### src/rtl/obstacle_spawner_if.sv
// Bus between the obstacle spawner and its environment: frame timing, random
// generator handshake, slot-clear requests and the published slot table.
interface obstacle_spawner_if #(
    parameter int unsigned NUM_SLOTS = 4,
    parameter int unsigned SIZE_BITS = 8,
    parameter int unsigned X_BITS    = 11
);
    logic                        startOfFrame;
    logic                        enable;
    logic [SIZE_BITS-1:0]        rand_value;
    logic [NUM_SLOTS-1:0]        slot_clear;
    logic                        spawn_req;
    logic                        spawn_pulse;
    logic [2:0]                  spawn_slot;
    logic [NUM_SLOTS-1:0]        slot_active;
    logic [NUM_SLOTS*X_BITS-1:0] slot_x;
    logic [7:0]                  drop_count;

    // Environment side: drives frame timing, random value and clears.
    modport master (
        output startOfFrame, enable, rand_value, slot_clear,
        input  spawn_req, spawn_pulse, spawn_slot, slot_active, slot_x, drop_count
    );

    // Spawner side.
    modport slave (
        input  startOfFrame, enable, rand_value, slot_clear,
        output spawn_req, spawn_pulse, spawn_slot, slot_active, slot_x, drop_count
    );
endinterface

### src/rtl/obstacle_spawner.sv
// Obstacle spawner: counts frames, requests a random value every SPAWN_PERIOD
// frames, maps it to a clamped X coordinate and places it in the lowest free slot.
module obstacle_spawner #(
    parameter int unsigned NUM_SLOTS    = 4,
    parameter int unsigned SIZE_BITS    = 8,
    parameter int unsigned X_BITS       = 11,
    parameter int unsigned SPAWN_PERIOD = 60,
    parameter int unsigned X_MIN        = 16,
    parameter int unsigned X_MAX        = 600
) (
    input logic               clk,
    input logic               reset,
    obstacle_spawner_if.slave bus
);
    localparam int unsigned     CntW    = (SPAWN_PERIOD > 1) ? $clog2(SPAWN_PERIOD) : 1;
    localparam logic [CntW-1:0] CntLast = CntW'(SPAWN_PERIOD - 1);
    localparam logic [X_BITS:0] XMin    = (X_BITS + 1)'(X_MIN);
    localparam logic [X_BITS:0] XMax    = (X_BITS + 1)'(X_MAX);

    typedef enum logic [2:0] {
        StIdle,
        StReq1,
        StReq2,
        StWait,
        StCapture,
        StAlloc
    } state_e;

    state_e                      state_q, state_d;
    logic [CntW-1:0]             frame_cnt_q, frame_cnt_d;
    logic                        pending_q, pending_d;
    logic [SIZE_BITS-1:0]        rand_q, rand_d;
    logic [NUM_SLOTS-1:0]        active_q, active_d;
    logic [NUM_SLOTS*X_BITS-1:0] slot_x_q, slot_x_d;
    logic                        pulse_q, pulse_d;
    logic [2:0]                  slot_q, slot_d;
    logic [7:0]                  drop_q, drop_d;

    logic                        trigger;
    logic                        start_seq;
    logic [X_BITS:0]             x_sum;
    logic [X_BITS-1:0]           x_clamped;
    logic [NUM_SLOTS-1:0]        free;
    logic [NUM_SLOTS-1:0]        free_oh;
    logic                        found;
    logic [2:0]                  free_idx;

    // Frame counter; the wrap on the last frame of a period is the spawn trigger.
    always_comb begin
        frame_cnt_d = frame_cnt_q;
        trigger     = 1'b0;
        if (bus.startOfFrame && bus.enable) begin
            if (frame_cnt_q == CntLast) begin
                frame_cnt_d = '0;
                trigger     = 1'b1;
            end else begin
                frame_cnt_d = frame_cnt_q + CntW'(1);
            end
        end
    end

    // Sequence FSM and the single-entry pending trigger.
    always_comb begin
        state_d   = state_q;
        pending_d = pending_q;
        start_seq = 1'b0;
        unique case (state_q)
            StIdle: begin
                if (bus.enable && (pending_q || trigger)) begin
                    state_d   = StReq1;
                    start_seq = 1'b1;
                end
            end
            StReq1:    state_d = StReq2;
            StReq2:    state_d = StWait;
            StWait:    state_d = StCapture;
            StCapture: state_d = StAlloc;
            StAlloc:   state_d = StIdle;
            default:   state_d = StIdle;
        endcase
        // A trigger coinciding with sequence start is absorbed by that sequence.
        if (start_seq) begin
            pending_d = 1'b0;
        end else if (trigger) begin
            pending_d = 1'b1;
        end
    end

    // Map captured random value to a clamped X coordinate.
    always_comb begin
        x_sum     = XMin + (X_BITS + 1)'(rand_q);
        x_clamped = (x_sum > XMax) ? XMax[X_BITS-1:0] : x_sum[X_BITS-1:0];
    end

    // Slot table: clears apply every cycle, allocation sees cleared slots as free.
    always_comb begin
        free     = ~active_q | bus.slot_clear;
        found    = 1'b0;
        free_idx = 3'd0;
        free_oh  = '0;
        for (int k = NUM_SLOTS - 1; k >= 0; k--) begin
            if (free[k]) begin
                found      = 1'b1;
                free_idx   = 3'(k);
                free_oh    = '0;
                free_oh[k] = 1'b1;
            end
        end

        rand_d   = rand_q;
        active_d = active_q & ~bus.slot_clear;
        slot_x_d = slot_x_q;
        pulse_d  = 1'b0;
        slot_d   = slot_q;
        drop_d   = drop_q;
        if (state_q == StCapture) begin
            rand_d = bus.rand_value;
        end
        if (state_q == StAlloc) begin
            if (found) begin
                active_d = active_d | free_oh;
                for (int k = 0; k < NUM_SLOTS; k++) begin
                    if (free_oh[k]) begin
                        slot_x_d[k*X_BITS +: X_BITS] = x_clamped;
                    end
                end
                pulse_d = 1'b1;
                slot_d  = free_idx;
            end else if (drop_q != 8'hFF) begin
                drop_d = drop_q + 8'd1;
            end
        end
    end

    // State registers with synchronous reset.
    always_ff @(posedge clk) begin
        if (reset) begin
            state_q     <= StIdle;
            frame_cnt_q <= '0;
            pending_q   <= 1'b0;
            rand_q      <= '0;
            active_q    <= '0;
            slot_x_q    <= '0;
            pulse_q     <= 1'b0;
            slot_q      <= 3'd0;
            drop_q      <= 8'd0;
        end else begin
            state_q     <= state_d;
            frame_cnt_q <= frame_cnt_d;
            pending_q   <= pending_d;
            rand_q      <= rand_d;
            active_q    <= active_d;
            slot_x_q    <= slot_x_d;
            pulse_q     <= pulse_d;
            slot_q      <= slot_d;
            drop_q      <= drop_d;
        end
    end

    assign bus.spawn_req   = (state_q == StReq1) || (state_q == StReq2);
    assign bus.spawn_pulse = pulse_q;
    assign bus.spawn_slot  = slot_q;
    assign bus.slot_active = active_q;
    assign bus.slot_x      = slot_x_q;
    assign bus.drop_count  = drop_q;
endmodule
### src/flat_wrapper.sv
// flat-port wrapper written by rule: the top's interface ports become plain ports
module obstacle_spawner_flat 
#(
    parameter int unsigned NUM_SLOTS    = 4,
    parameter int unsigned SIZE_BITS    = 8,
    parameter int unsigned X_BITS       = 11,
    parameter int unsigned SPAWN_PERIOD = 60,
    parameter int unsigned X_MIN        = 16,
    parameter int unsigned X_MAX        = 600
)
  (clk, reset, bus_startOfFrame, bus_enable, bus_rand_value, bus_slot_clear, bus_spawn_req, bus_spawn_pulse, bus_spawn_slot, bus_slot_active, bus_slot_x, bus_drop_count);
  obstacle_spawner_if #(.NUM_SLOTS(NUM_SLOTS), .SIZE_BITS(SIZE_BITS), .X_BITS(X_BITS)) bus_i ();
  input logic clk;
  input logic reset;
  input wire logic [$bits(bus_i.startOfFrame)-1:0] bus_startOfFrame;
  input wire logic [$bits(bus_i.enable)-1:0] bus_enable;
  input wire logic [$bits(bus_i.rand_value)-1:0] bus_rand_value;
  input wire logic [$bits(bus_i.slot_clear)-1:0] bus_slot_clear;
  output wire logic [$bits(bus_i.spawn_req)-1:0] bus_spawn_req;
  output wire logic [$bits(bus_i.spawn_pulse)-1:0] bus_spawn_pulse;
  output wire logic [$bits(bus_i.spawn_slot)-1:0] bus_spawn_slot;
  output wire logic [$bits(bus_i.slot_active)-1:0] bus_slot_active;
  output wire logic [$bits(bus_i.slot_x)-1:0] bus_slot_x;
  output wire logic [$bits(bus_i.drop_count)-1:0] bus_drop_count;
  assign bus_i.startOfFrame = bus_startOfFrame;
  assign bus_i.enable = bus_enable;
  assign bus_i.rand_value = bus_rand_value;
  assign bus_i.slot_clear = bus_slot_clear;
  assign bus_spawn_req = bus_i.spawn_req;
  assign bus_spawn_pulse = bus_i.spawn_pulse;
  assign bus_spawn_slot = bus_i.spawn_slot;
  assign bus_slot_active = bus_i.slot_active;
  assign bus_slot_x = bus_i.slot_x;
  assign bus_drop_count = bus_i.drop_count;
  obstacle_spawner #(.NUM_SLOTS(NUM_SLOTS), .SIZE_BITS(SIZE_BITS), .X_BITS(X_BITS), .SPAWN_PERIOD(SPAWN_PERIOD), .X_MIN(X_MIN), .X_MAX(X_MAX)) u_core (.clk(clk), .reset(reset), .bus(bus_i));
endmodule
### config.mk
export PLATFORM = sky130hd
export DESIGN_NAME = obstacle_spawner_flat
export DESIGN_NICKNAME = d
export VERILOG_FILES = /design/src/rtl/obstacle_spawner_if.sv /design/src/rtl/obstacle_spawner.sv /design/src/flat_wrapper.sv
export SDC_FILE = /design/constraint.sdc
export NUM_CORES = 1
export LEC_CHECK = 0
export ABC_CLOCK_PERIOD_IN_PS = 2100
export CAP_MARGIN = 5
export CORE_ASPECT_RATIO = 1.4
export CORE_MARGIN = 5
export CORE_UTILIZATION = 30
export CTS_CLUSTER_DIAMETER = 100
export CTS_CLUSTER_SIZE = 20
export DETAILED_ROUTE_END_ITERATION = 10
export GPL_ROUTABILITY_DRIVEN = 0
export SLEW_MARGIN = 20
export SYNTH_ARGS = -nofsm -noshare
export SYNTH_HDL_FRONTEND = slang
export SYNTH_SLANG_ARGS = --single-unit
export TNS_END_PERCENT = 100
### constraint.sdc
create_clock -name clk -period 2.1 [get_ports clk]
set_input_delay 0.21 -clock clk [delete_from_list [all_inputs] [get_ports clk]]
set_output_delay 0.21 -clock clk [all_outputs]
set_load 0.01 [all_outputs]
==> flow_metrics.env <==
export IMPL_worst_slack_ps=211
export IMPL_hpwl_um=5270
export IMPL_initialDrtViolationCount=81
export IMPL_path_clk_slew_ps=60
export IMPL_synthDistinctLibCells=44
export IMPL_start_kind="register"
export IMPL_power_density_nw_per_um2=727
export IMPL_ys_seq_area_share_pct=49.6
export IMPL_antenna_left=0
export IMPL_ys_top_cells_by_count="dfxtp_1, nand2_1, nor2_1, a21oi_1, mux2i_1"
export IMPL_wl_per_cell_um=14.2
export IMPL_synth_area_leaders="dfxtp_1, nand2_1, nor2_1"
export IMPL_yosys_cell_count_top_type="dfxtp_1"
export IMPL_synth_edff_count=0
export IMPL_io_pins=77
export IMPL_setup_viol=0
export IMPL_htree_levels=3
export IMPL_core_area_um2=9030
export IMPL_clockRootBuffer="clkbuf_16"
export IMPL_yosysWarnings=0
export IMPL_die_area_um2=11300
export IMPL_hold_buffers=0
export IMPL_drt_pre_antenna_iters=4
export IMPL_hold_viol=0
export IMPL_setup_tns_ps=0
export IMPL_ys_ff_latch=69
export IMPL_placed_cells=492
export IMPL_path_max_fanout=6
export IMPL_syn_area_per_cell_um2=8.76
export IMPL_worstPathRequired_ps=2320
export IMPL_wirelength_um=7220
export IMPL_cts_buffers=9
export IMPL_synth_area_leader_cell="dfxtp_1"
export IMPL_antenna_found_initial=0
export IMPL_synth_ff_type="dfxtp_1"
export IMPL_leakagePower_nw=1.38
export IMPL_grtUsageTotal_pct=13.3
export IMPL_period_share_pct=90.0
export IMPL_vias_per_cell=4.77
export IMPL_nNetsFinal=415
export IMPL_ir_drop_uv=439
export IMPL_end_kind="register"
export IMPL_rsz0062_at_grt="no"
export IMPL_area_delta_synth_final_pct=41.3
export IMPL_drc=0
export IMPL_cts_resized=0
export IMPL_grt_overflow_total=0
export IMPL_die_w_um=91.5
export IMPL_synthesis_area_um2=2790
export IMPL_cts_setup_buffers=0
export IMPL_grt_max_degree=33
export IMPL_grt_first_pass_wirelength_um=11800
export IMPL_grt_pass1_vias=2316
export IMPL_fmaxAchievable_mhz=529
export IMPL_netlist_area_leader_share_pct=49.6
export IMPL_syn_inst=318
export IMPL_cts_tree="yes"
export IMPL_drive_gt1_share_pct=9.23
export IMPL_period_needed_ps=1890
export IMPL_async_flop_share_pct=0
export IMPL_post_place_ws_ps=-124
export IMPL_fin_cells=508
export IMPL_slew_headroom_pct=53.4
export IMPL_tightest_slew_ps=696
export IMPL_critPathArrivalTime_ps=2110
export IMPL_n_antenna_cell=0
export IMPL_worst_hold_path_type="primary input to register"
export IMPL_rows=41
export IMPL_power_mw=2.86
export IMPL_vias=2421
export IMPL_fin_skew_ps=4.78
export IMPL_start_util_pct=30.9
export IMPL_die_h_um=124
export IMPL_slew_violations=0
export IMPL_maxCapViolCount=0
export IMPL_cts_buffer_depth=2
export IMPL_path_class="register to register"
export IMPL_clock_latency_ps=330
export IMPL_cts_sinks=69
export IMPL_io_buffers=67
export IMPL_ff2ff_setup_slack_ps=210
export IMPL_outcome="finished clean"
-- final timing paths --
path                              end  depth (start not counted)                  start
max          u_core.bus.drop_count[4]                          4      u_core.state_q[0]
min          u_core.bus.drop_count[6]                          2                  reset
max reg2reg  u_core.bus.drop_count[4]                          4      u_core.state_q[0]
min reg2reg     u_core.bus.slot_x[22]                          2  u_core.bus.slot_x[22]
-- metrics by stage --
step | cell area [um2] | hold WS (ps) | util (%)
after floorplan | 2820 | 325 | -
after global placement | 3640 | 445 | 40.4
after detailed placement | 3640 | 452 | 40.4
after CTS | 3940 | 177 | 43.6
after global routing | 3940 | 209 | 43.6
final | 3940 | 183 | 43.6
-- metal layers --
| metal | part of all wire, % | track usage [%] |
|---|---|---|
| met2 | 49 | 22.0 |
| met4 | 1.7 | 6.33 |
| met5 | 0 | 0 |
| met1 | 44 | 15.8 |
| met3 | 5.3 | 3.81 |
-- logic make-up after synthesis --
| group | count (synthesis) | synth area share [%] |
|---|---|---|
| other | 1 | 0.135 |
| buffers and inverters | 28 | 5.12 |
| adder cells (fa/ha/maj) | 3 | 1.35 |
| multiplexers | 17 | 6.20 |
| flip-flops | 69 | 49.6 |
| AO/OA/AOI/OAI | 54 | 11.7 |
| AND/OR/NAND/NOR | 139 | 23.7 |
| XOR/XNOR | 7 | 2.20 |
-- final cells by class --
cell class,count,area (um2)
well taps,107,134
fillers,924,5090
clock buffers,10,229
inverters,4,15.0
flip-flops and latches,69,1380
multi-input cells,229,1300
repair buffers,83,811
clock inverters,6,63.8
-- cells in the final DEF (no fill, tap or decap), types with 2 or more instances in the layout --
| master | instances |
|---|---|
| o21ai_0 | 3 |
| mux2i_1 | 15 |
| xnor2_1 | 4 |
| buf_12 | 2 |
| a211oi_1 | 12 |
| dfxtp_1 | 69 |
| or4_1 | 2 |
| conb_1 | 9 |
| ha_1 | 3 |
| or3_1 | 3 |
| clkinvlp_4 | 2 |
| xor2_1 | 3 |
| inv_1 | 4 |
| nor3_1 | 3 |
| nor2_1 | 46 |
| nand4bb_1 | 2 |
| buf_4 | 14 |
| clkinv_2 | 2 |
| nand2_1 | 49 |
| nor2b_1 | 5 |
| nand4_1 | 3 |
| a311oi_1 | 3 |
| nand3_1 | 8 |
| clkbuf_16 | 9 |
| and3_1 | 3 |
| a21oi_1 | 31 |
| clkdlybuf4s50_1 | 66 |
| nand2b_1 | 3 |
-- registers in the layout, indices dropped and copies added, names as in the netlist --
register,count
u_core.bus.drop_count,8
u_core.pending_q,1
u_core.bus.spawn_pulse,1
u_core.bus.spawn_slot,2
u_core.bus.slot_active,4
u_core.rand_q,8
u_core.state_q,3
u_core.bus.slot_x,36
u_core.frame_cnt_q,6
-- critical path: stages (launching register included) --
cell	delay [ps]
dfxtp_1	500
nand3b_4	110
or3_1	450
nor4b_1	370
mux2_1	350
-- where the power goes --
part	leakage (nW)	total, mW	switching [mW]	internal, mW
combinational	0.688	0.0767	0.0417	0.0351
sequential	0.556	1.31	0.00231	1.31
clock	0.138	1.47	0.556	0.916
Power figures use the tool's default switching activity.
